==> src/rtl/mep_pkg.sv <==
// Shared types, edge-type encodings and packed-parameter slicing for multi_edge_pulser.
package mep_pkg;

    localparam logic [1:0] EDGE_RISE = 2'd0;
    localparam logic [1:0] EDGE_FALL = 2'd1;
    localparam logic [1:0] EDGE_BOTH = 2'd2;

    // Widest packed parameter vector the slicer accepts.
    localparam int unsigned SLICE_VEC_W = 256;

    typedef enum logic [1:0] {
        IDLE,
        PULSE,
        HOLD
    } state_t;

    // Extract field idx of width w (w <= 32) from a packed parameter vector.
    function automatic logic [31:0] slice_field(input logic [SLICE_VEC_W-1:0] vec,
                                                input int unsigned idx,
                                                input int unsigned w);
        logic [SLICE_VEC_W-1:0] shifted;
        logic [31:0]            mask;
        shifted = vec >> (idx * w);
        mask    = (w >= 32) ? '1 : ((32'd1 << w) - 32'd1);
        return 32'(shifted) & mask;
    endfunction

endpackage

==> src/rtl/mep_channel.sv <==
// One channel: input synchroniser, edge detect and IDLE/PULSE/HOLD pulse stretcher.
module mep_channel
    import mep_pkg::*;
#(
    parameter int unsigned      SYNC_STAGES     = 2,
    parameter int unsigned      CNT_W           = 8,
    parameter logic [CNT_W-1:0] PULSE_LEN       = CNT_W'(1),
    parameter logic [CNT_W-1:0] HOLDOFF         = '0,
    parameter logic [1:0]       EDGE_TYPE       = EDGE_RISE,
    parameter bit               RETRIGGER       = 1'b0,
    parameter bit               CLR_IGNORE_BUSY = 1'b1,
    parameter bit               INIT_LEVEL      = 1'b0
) (
    input  logic clk,
    input  logic rst,
    input  logic clr,
    input  logic sig_in,
    output logic pulse_out,
    output logic busy,
    output logic edge_seen,
    output logic dropped
);

    // A zero pulse length behaves as a single-cycle pulse.
    localparam logic [CNT_W-1:0] RELOAD    = (PULSE_LEN == '0) ? '0 : PULSE_LEN - CNT_W'(1);
    localparam logic [CNT_W-1:0] HOLD_LOAD = (HOLDOFF == '0) ? '0 : HOLDOFF - CNT_W'(1);

    logic [SYNC_STAGES-1:0] sync_q;
    logic                   prev_q;
    logic                   s;
    logic                   rise;
    logic                   fall;
    logic                   det_sel;
    logic                   det;

    state_t           state;
    logic [CNT_W-1:0] cnt;
    logic             skip_hold;

    always_ff @(posedge clk or posedge rst) begin
        if (rst) begin
            sync_q <= {SYNC_STAGES{INIT_LEVEL}};
            prev_q <= INIT_LEVEL;
        end else begin
            sync_q <= {sync_q[SYNC_STAGES-2:0], sig_in};
            prev_q <= sync_q[SYNC_STAGES-1];
        end
    end

    assign s    = sync_q[SYNC_STAGES-1];
    assign rise = s & ~prev_q;
    assign fall = ~s & prev_q;

    always_comb begin
        det_sel = rise;
        case (EDGE_TYPE)
            EDGE_FALL: det_sel = fall;
            EDGE_BOTH: det_sel = rise | fall;
            default:   det_sel = rise;
        endcase
    end

    // prev_q keeps tracking s during clr, so edges arriving then are discarded.
    assign det = det_sel & ~clr;

    always_ff @(posedge clk or posedge rst) begin
        if (rst) begin
            state     <= IDLE;
            cnt       <= '0;
            skip_hold <= 1'b0;
            pulse_out <= 1'b0;
            busy      <= 1'b0;
            edge_seen <= 1'b0;
            dropped   <= 1'b0;
        end else begin
            edge_seen <= 1'b0;
            dropped   <= 1'b0;
            if (clr) begin
                if (state == PULSE && CLR_IGNORE_BUSY) begin
                    // Let the pulse run out, then return straight to IDLE.
                    skip_hold <= 1'b1;
                    if (cnt != '0) begin
                        cnt <= cnt - CNT_W'(1);
                    end else begin
                        state     <= IDLE;
                        pulse_out <= 1'b0;
                        busy      <= 1'b0;
                    end
                end else begin
                    state     <= IDLE;
                    cnt       <= '0;
                    skip_hold <= 1'b0;
                    pulse_out <= 1'b0;
                    busy      <= 1'b0;
                end
            end else begin
                case (state)
                    IDLE: begin
                        if (det) begin
                            state     <= PULSE;
                            cnt       <= RELOAD;
                            skip_hold <= 1'b0;
                            pulse_out <= 1'b1;
                            busy      <= 1'b1;
                            edge_seen <= 1'b1;
                        end
                    end
                    PULSE: begin
                        if (det && RETRIGGER) begin
                            cnt       <= RELOAD;
                            edge_seen <= 1'b1;
                        end else if (cnt != '0) begin
                            cnt     <= cnt - CNT_W'(1);
                            dropped <= det;
                        end else begin
                            dropped   <= det;
                            pulse_out <= 1'b0;
                            if (skip_hold || HOLDOFF == '0) begin
                                state <= IDLE;
                                busy  <= 1'b0;
                            end else begin
                                state <= HOLD;
                                cnt   <= HOLD_LOAD;
                            end
                        end
                    end
                    HOLD: begin
                        dropped <= det;
                        if (cnt == '0) begin
                            state <= IDLE;
                            busy  <= 1'b0;
                        end else begin
                            cnt <= cnt - CNT_W'(1);
                        end
                    end
                    default: begin
                        state     <= IDLE;
                        pulse_out <= 1'b0;
                        busy      <= 1'b0;
                    end
                endcase
            end
        end
    end

endmodule

==> src/rtl/multi_edge_pulser.sv <==
// N-channel edge detector / pulse stretcher feeding the HPS reset-request inputs.
module multi_edge_pulser
    import mep_pkg::*;
#(
    parameter int unsigned            NCH             = 3,
    parameter int unsigned            SYNC_STAGES     = 2,
    parameter int unsigned            CNT_W           = 8,
    parameter logic [NCH*CNT_W-1:0]   PULSE_LEN       = {8'd32, 8'd2, 8'd6},
    parameter logic [NCH*CNT_W-1:0]   HOLDOFF         = '0,
    parameter logic [NCH*2-1:0]       EDGE_TYPE       = '0,
    parameter logic [NCH-1:0]         RETRIGGER       = '0,
    parameter logic [NCH-1:0]         CLR_IGNORE_BUSY = '1,
    parameter logic [NCH-1:0]         INIT_LEVEL      = '0
) (
    input  logic           clk,
    input  logic           rst,
    input  logic           clr,
    input  logic [NCH-1:0] sig_in,
    output logic [NCH-1:0] pulse_out,
    output logic [NCH-1:0] busy,
    output logic [NCH-1:0] edge_seen,
    output logic [NCH-1:0] dropped
);

    for (genvar i = 0; i < NCH; i++) begin : g_ch
        mep_channel #(
            .SYNC_STAGES     (SYNC_STAGES),
            .CNT_W           (CNT_W),
            .PULSE_LEN       (CNT_W'(slice_field(SLICE_VEC_W'(PULSE_LEN), i, CNT_W))),
            .HOLDOFF         (CNT_W'(slice_field(SLICE_VEC_W'(HOLDOFF), i, CNT_W))),
            .EDGE_TYPE       (2'(slice_field(SLICE_VEC_W'(EDGE_TYPE), i, 2))),
            .RETRIGGER       (RETRIGGER[i]),
            .CLR_IGNORE_BUSY (CLR_IGNORE_BUSY[i]),
            .INIT_LEVEL      (INIT_LEVEL[i])
        ) u_ch (
            .clk       (clk),
            .rst       (rst),
            .clr       (clr),
            .sig_in    (sig_in[i]),
            .pulse_out (pulse_out[i]),
            .busy      (busy[i]),
            .edge_seen (edge_seen[i]),
            .dropped   (dropped[i])
        );
    end

endmodule

==> config.mk <==
export PLATFORM = sky130hd
export DESIGN_NAME = multi_edge_pulser
export DESIGN_NICKNAME = d
export VERILOG_FILES = /design/src/rtl/mep_pkg.sv /design/src/rtl/mep_channel.sv /design/src/rtl/multi_edge_pulser.sv
export SDC_FILE = /design/constraint.sdc
export NUM_CORES = 1
export LEC_CHECK = 0
export BUFFER_PORTS_ARGS = -buffer_cell sky130_fd_sc_hd__buf_2
export CAP_MARGIN = 15
export CORE_MARGIN = 2
export CORE_UTILIZATION = 40
export DETAILED_ROUTE_END_ITERATION = 10
export PLACE_DENSITY = 0.57
export REMOVE_ABC_BUFFERS = 1
export SETUP_SLACK_MARGIN = 0.05
export SLEW_MARGIN = 20
export SYNTH_ARGS = -nofsm -noshare
export SYNTH_HDL_FRONTEND = slang
export SYNTH_HIERARCHICAL = 1
export SYNTH_SLANG_ARGS = --single-unit
==> constraint.sdc <==
create_clock -name clk -period 2.1 [get_ports clk]
set_clock_uncertainty 0.05 [all_clocks]
set_input_delay 0.105 -clock clk [delete_from_list [all_inputs] [get_ports clk]]
set_output_delay 0.105 -clock clk [all_outputs]
set_load 0.02 [all_outputs]
==> metrics.md <==
| Metric | Value |
|---|---|
| Status | `completed` |
| Vias | `2387` |
| Pins Over Slew Limit | `0` |
| Leakage Power | `1.50 nW` |
| Synth async-reset ratio | `1.00` |
| Initial antenna violation count | `0` |
| CP required | `2.28 ns` |
| Worst-path clk slew | `0.10 ns` |
| H-tree depth | `2` |
| Pin count of the biggest net entering global routing | `18` |
| Share of layout cells above drive strength 1 | `0.238` |
| Worst hold stages | `4` |
| Max-Cap Viols | `0` |
| Slew HR | `0.547` |
| Final Hold Vio Count | `0` |
| Hold EP | `g_ch[1].u_ch/state[1]$_DFFE_PP0P_` |
| FF-to-FF Start | `g_ch[1].u_ch/state[0]$_DFFE_PP0P_` |
| Total gr overflow | `0` |
| TritonCTS clock tree | `done` |
| Synth Instances | `around 300` |
| Peak supply drop | `0.462 mV` |
| Starting Density | `0.418` |
| Final nets | `about 360` |
| Hold WS | `0.204 ns` |
| Die width | `between 80 and 90 µm` |
| Tmin final | `around 2 ns` |
| Antenna cells | `0` |
| Final setup viols | `0` |
| Largest cells by area after synthesis | `dfrtp_1 44%, ha_1 5.2%, nand2b_1 3.2%` |
| Initial drt markers | `74` |
| Fmax | `496 MHz` |
| Core ar. | `6910 µm²` |
| Post-route ant nets | `0` |
| Number of cell rows | `30` |
| Cell-by-cell trace of the critical path | `inv_1, ha_1, nor2b_4, a21o_4, or4_2, a22oi_2` |
| Drt total wl | `6.39 mm` |
| Syn_area_per_cell | `9.76 µm²` |
| Post-Syn Area | `2890 µm²` |
| Distinct cell type count after synthesis | `55` |
| Vias per Instance | `between 5 and 6` |
| WP data arrival | `2.20 ns` |
| # IOs | `18` |
| DRC violations left | `0` |
| TritonCTS buffer count | `5` |
| Startpoint types | `register` |
| EDFF count, synth | `0` |
| Crit path capture type | `register` |
| Routed len/inst | `14.7 µm` |
| DIE HEIGHT | `89.0 µm` |
| Worst Hold Launch | `clr` |
| CP peak stage delay | `0.68 ns` |
| Final Wtd Congestion | `0.788` |
| Synth-to-Final Area Change | `18.2%` |
| Synthesized flop and latch total | `51` |
| Design Power | `between 0.002 and 0.003 W` |
| Worst Tran Pin Value | `0.678 ns` |
| Critical R2R Capture | `g_ch[1].u_ch/cnt[3]$_DFFE_PP0P_` |
| Synth top area share | `0.442` |
| Tcrit/Tclk final | `0.961` |
| Clock Path Buffers | `2` |
| R2r worst-path depth | `6` |
| Synthesis Warnings | `6` |
| Reg2Reg Setup Slack | `0.08 ns` |
| Clk_lat worst skew | `between 0.3 and 0.4 ns` |
| CTS Root Cell | `clkbuf_8` |
| Sequential area share after synthesis | `0.442` |
| Post-synth top area cell | `dfrtp_1` |
| Synth Flop Type | `dfrtp_1` |
| Count of clock tree sinks | `51` |
| First-pass DRT Iterations | `4` |
| Area of the die | `around 7900 µm²` |
| WS Path Type | `reg2reg` |
| Pwr Density | `809 nW/µm²` |
| Number of global-route vias before repair | `2310` |
| Max Fanout on Critical Path | `6` |
| Total GRT Usage | `0.176` |
| RSZ-0062 raised after global routing | `no` |
| CP max stage cell | `or4_2` |
| Global-route wire length before repair | `~11 mm` |
| HP Class | `in2reg` |
| Detailed placer's ending HPWL | `4.60 mm` |
| # fillers | `700` |
| IO Port Bufs | `17` |
## worst max-delay path: cells and delay by family, from the launching register on
kind	cells	cell delay, ns
AOI/OAI and AO/OA	2	0.38
adders and majority gates	1	0.24
buffers and inverters	1	0.07
DFF	1	0.39
and+or+nand+nor	2	0.83
## Yosys cell counts (all sizes together), types with 3 or more instances
master / n
a211oi: 3
a21o: 3
a21oi: 17
a22oi: 11
buf: 3
dfrtp: 51
ha: 12
inv: 21
nand2: 13
nand2b: 15
nand3: 6
nand4b: 3
nor2: 23
nor2b: 5
nor3: 8
nor3b: 7
nor4: 7
o21a: 7
o21ai: 23
o22ai: 4
o2bb2ai: 3
o31ai: 8
o41ai: 4
or2: 4
or3: 5
or3b: 3
or4: 11
## layout make-up
type / count / area [µm²] / share of cell area
Timing Repair Buffer: 41 / 275 / 0.0806
Clock inverter: 3 / 20.0 / 0.00586
Multi-Input combinational cell: 219 / 1570 / 0.461
Sequential cell: 51 / 1280 / 0.374
Tap cell: 96 / 120 / 0.0352
Clock buffer: 5 / 68.8 / 0.0202
Inverter: 21 / 78.8 / 0.0231
## placed cells by master, fill, tap and decap left out, drive strengths merged, types with 3 or more instances in the layout
cell	instances
a211oi	3
a21o	3
a21oi	17
a22oi	11
buf	37
clkbuf	5
dfrtp	51
dlygate4sd3	4
ha	12
inv	21
nand2	13
nand2b	15
nand3	6
nand4b	3
nor2	23
nor2b	5
nor3	8
nor3b	7
nor4	7
o21a	7
o21ai	23
o22ai	4
o2bb2ai	3
o31ai	8
o41ai	4
or2	4
or3	5
or3b	3
or4	11
## worst max path at each step
| stage | cells after the start | end | startpoint | slack, ns |
|---|---|---|---|---|
| 3_3_place_gp | 6 | g_ch[0].u_ch/cnt[2]$_DFFE_PP0P_ | g_ch[0].u_ch/state[0]$_DFFE_PP0P_ | -0.03 |
| 4_1_cts | 6 | g_ch[1].u_ch/cnt[3]$_DFFE_PP0P_ | g_ch[1].u_ch/state[0]$_DFFE_PP0P_ | 0.06 |
| 6_report | 6 | g_ch[1].u_ch/cnt[3]$_DFFE_PP0P_ | g_ch[1].u_ch/state[0]$_DFFE_PP0P_ | 0.08 |
| 2_1_floorplan | 6 | g_ch[1].u_ch/cnt[3]$_DFFE_PP0P_ | g_ch[1].u_ch/state[0]$_DFFE_PP0P_ | 0.16 |
| 3_5_place_dp | 6 | g_ch[0].u_ch/cnt[2]$_DFFE_PP0P_ | g_ch[0].u_ch/state[1]$_DFFE_PP0P_ | -0.12 |
| 5_1_grt | 6 | g_ch[1].u_ch/cnt[3]$_DFFE_PP0P_ | g_ch[1].u_ch/state[0]$_DFFE_PP0P_ | 0.02 |
## routing by layer
layer  vias to the layer above  global-route usage  wire (µm)
li1                       1183                   -          -
met1                      1164               0.254       3250
met2                        33               0.272       2870
met3                         7              0.0342        200
met4                         0              0.0502         71
met5                         -                   0          0
## registers in the layout (all words and copies together), names as in the netlist
signal	count
g_ch.u_ch/sync_q	6
g_ch.u_ch/edge_seen	3
g_ch.u_ch/prev_q	3
g_ch.u_ch/dropped	3
g_ch.u_ch/pulse_out	3
g_ch.u_ch/cnt	24
g_ch.u_ch/busy	3
g_ch.u_ch/state	6
## kinds of logic after synthesis
kind of cell               Yosys count  synth area share
and+or+nand+nor                    113             0.240
AOI/OAI and AO/OA                   94             0.229
buffers and inverters               26            0.0373
adders and majority gates           12            0.0520
DFF                                 51             0.442
## metrics by stage
stage | area, µm² | setup TNS [ns] | cells | utilization | setup WS, ns
2_1_floorplan | 2860 | 0 | 291 | - | 0.157
3_3_place_gp | 3200 | -0.0312 | 422 | 0.463 | -0.0312
3_5_place_dp | 3200 | -0.194 | 422 | 0.463 | -0.122
4_1_cts | 3340 | 0 | 434 | 0.483 | 0.0649
5_1_grt | 3410 | 0 | 436 | 0.494 | 0.0206
6_report | 3410 | 0 | 436 | 0.494 | 0.0826
## timing repair
item	in CTS	in global routing
gates resized for setup	3	15
endpoints found under the hold margin	54	0
pin swaps	0	5
hold buffers	4	0
endpoints found under the setup margin	11	19
buffers inserted	0	2
## where the power goes
| group | leakage (nW) | switching [W] | internal, W | total [W] |
|---|---|---|---|---|
| clock | 0.0402 | 0.000340 | 0.000233 | 0.000572 |
| combinational | 0.795 | 0.000532 | 0.000434 | 0.000966 |
| sequential | 0.664 | 0.000128 | 0.00109 | 0.00122 |
| total | 1.50 | 0.00100 | 0.00176 | 0.00276 |
Note: power is estimated with default switching activity, not from simulation.
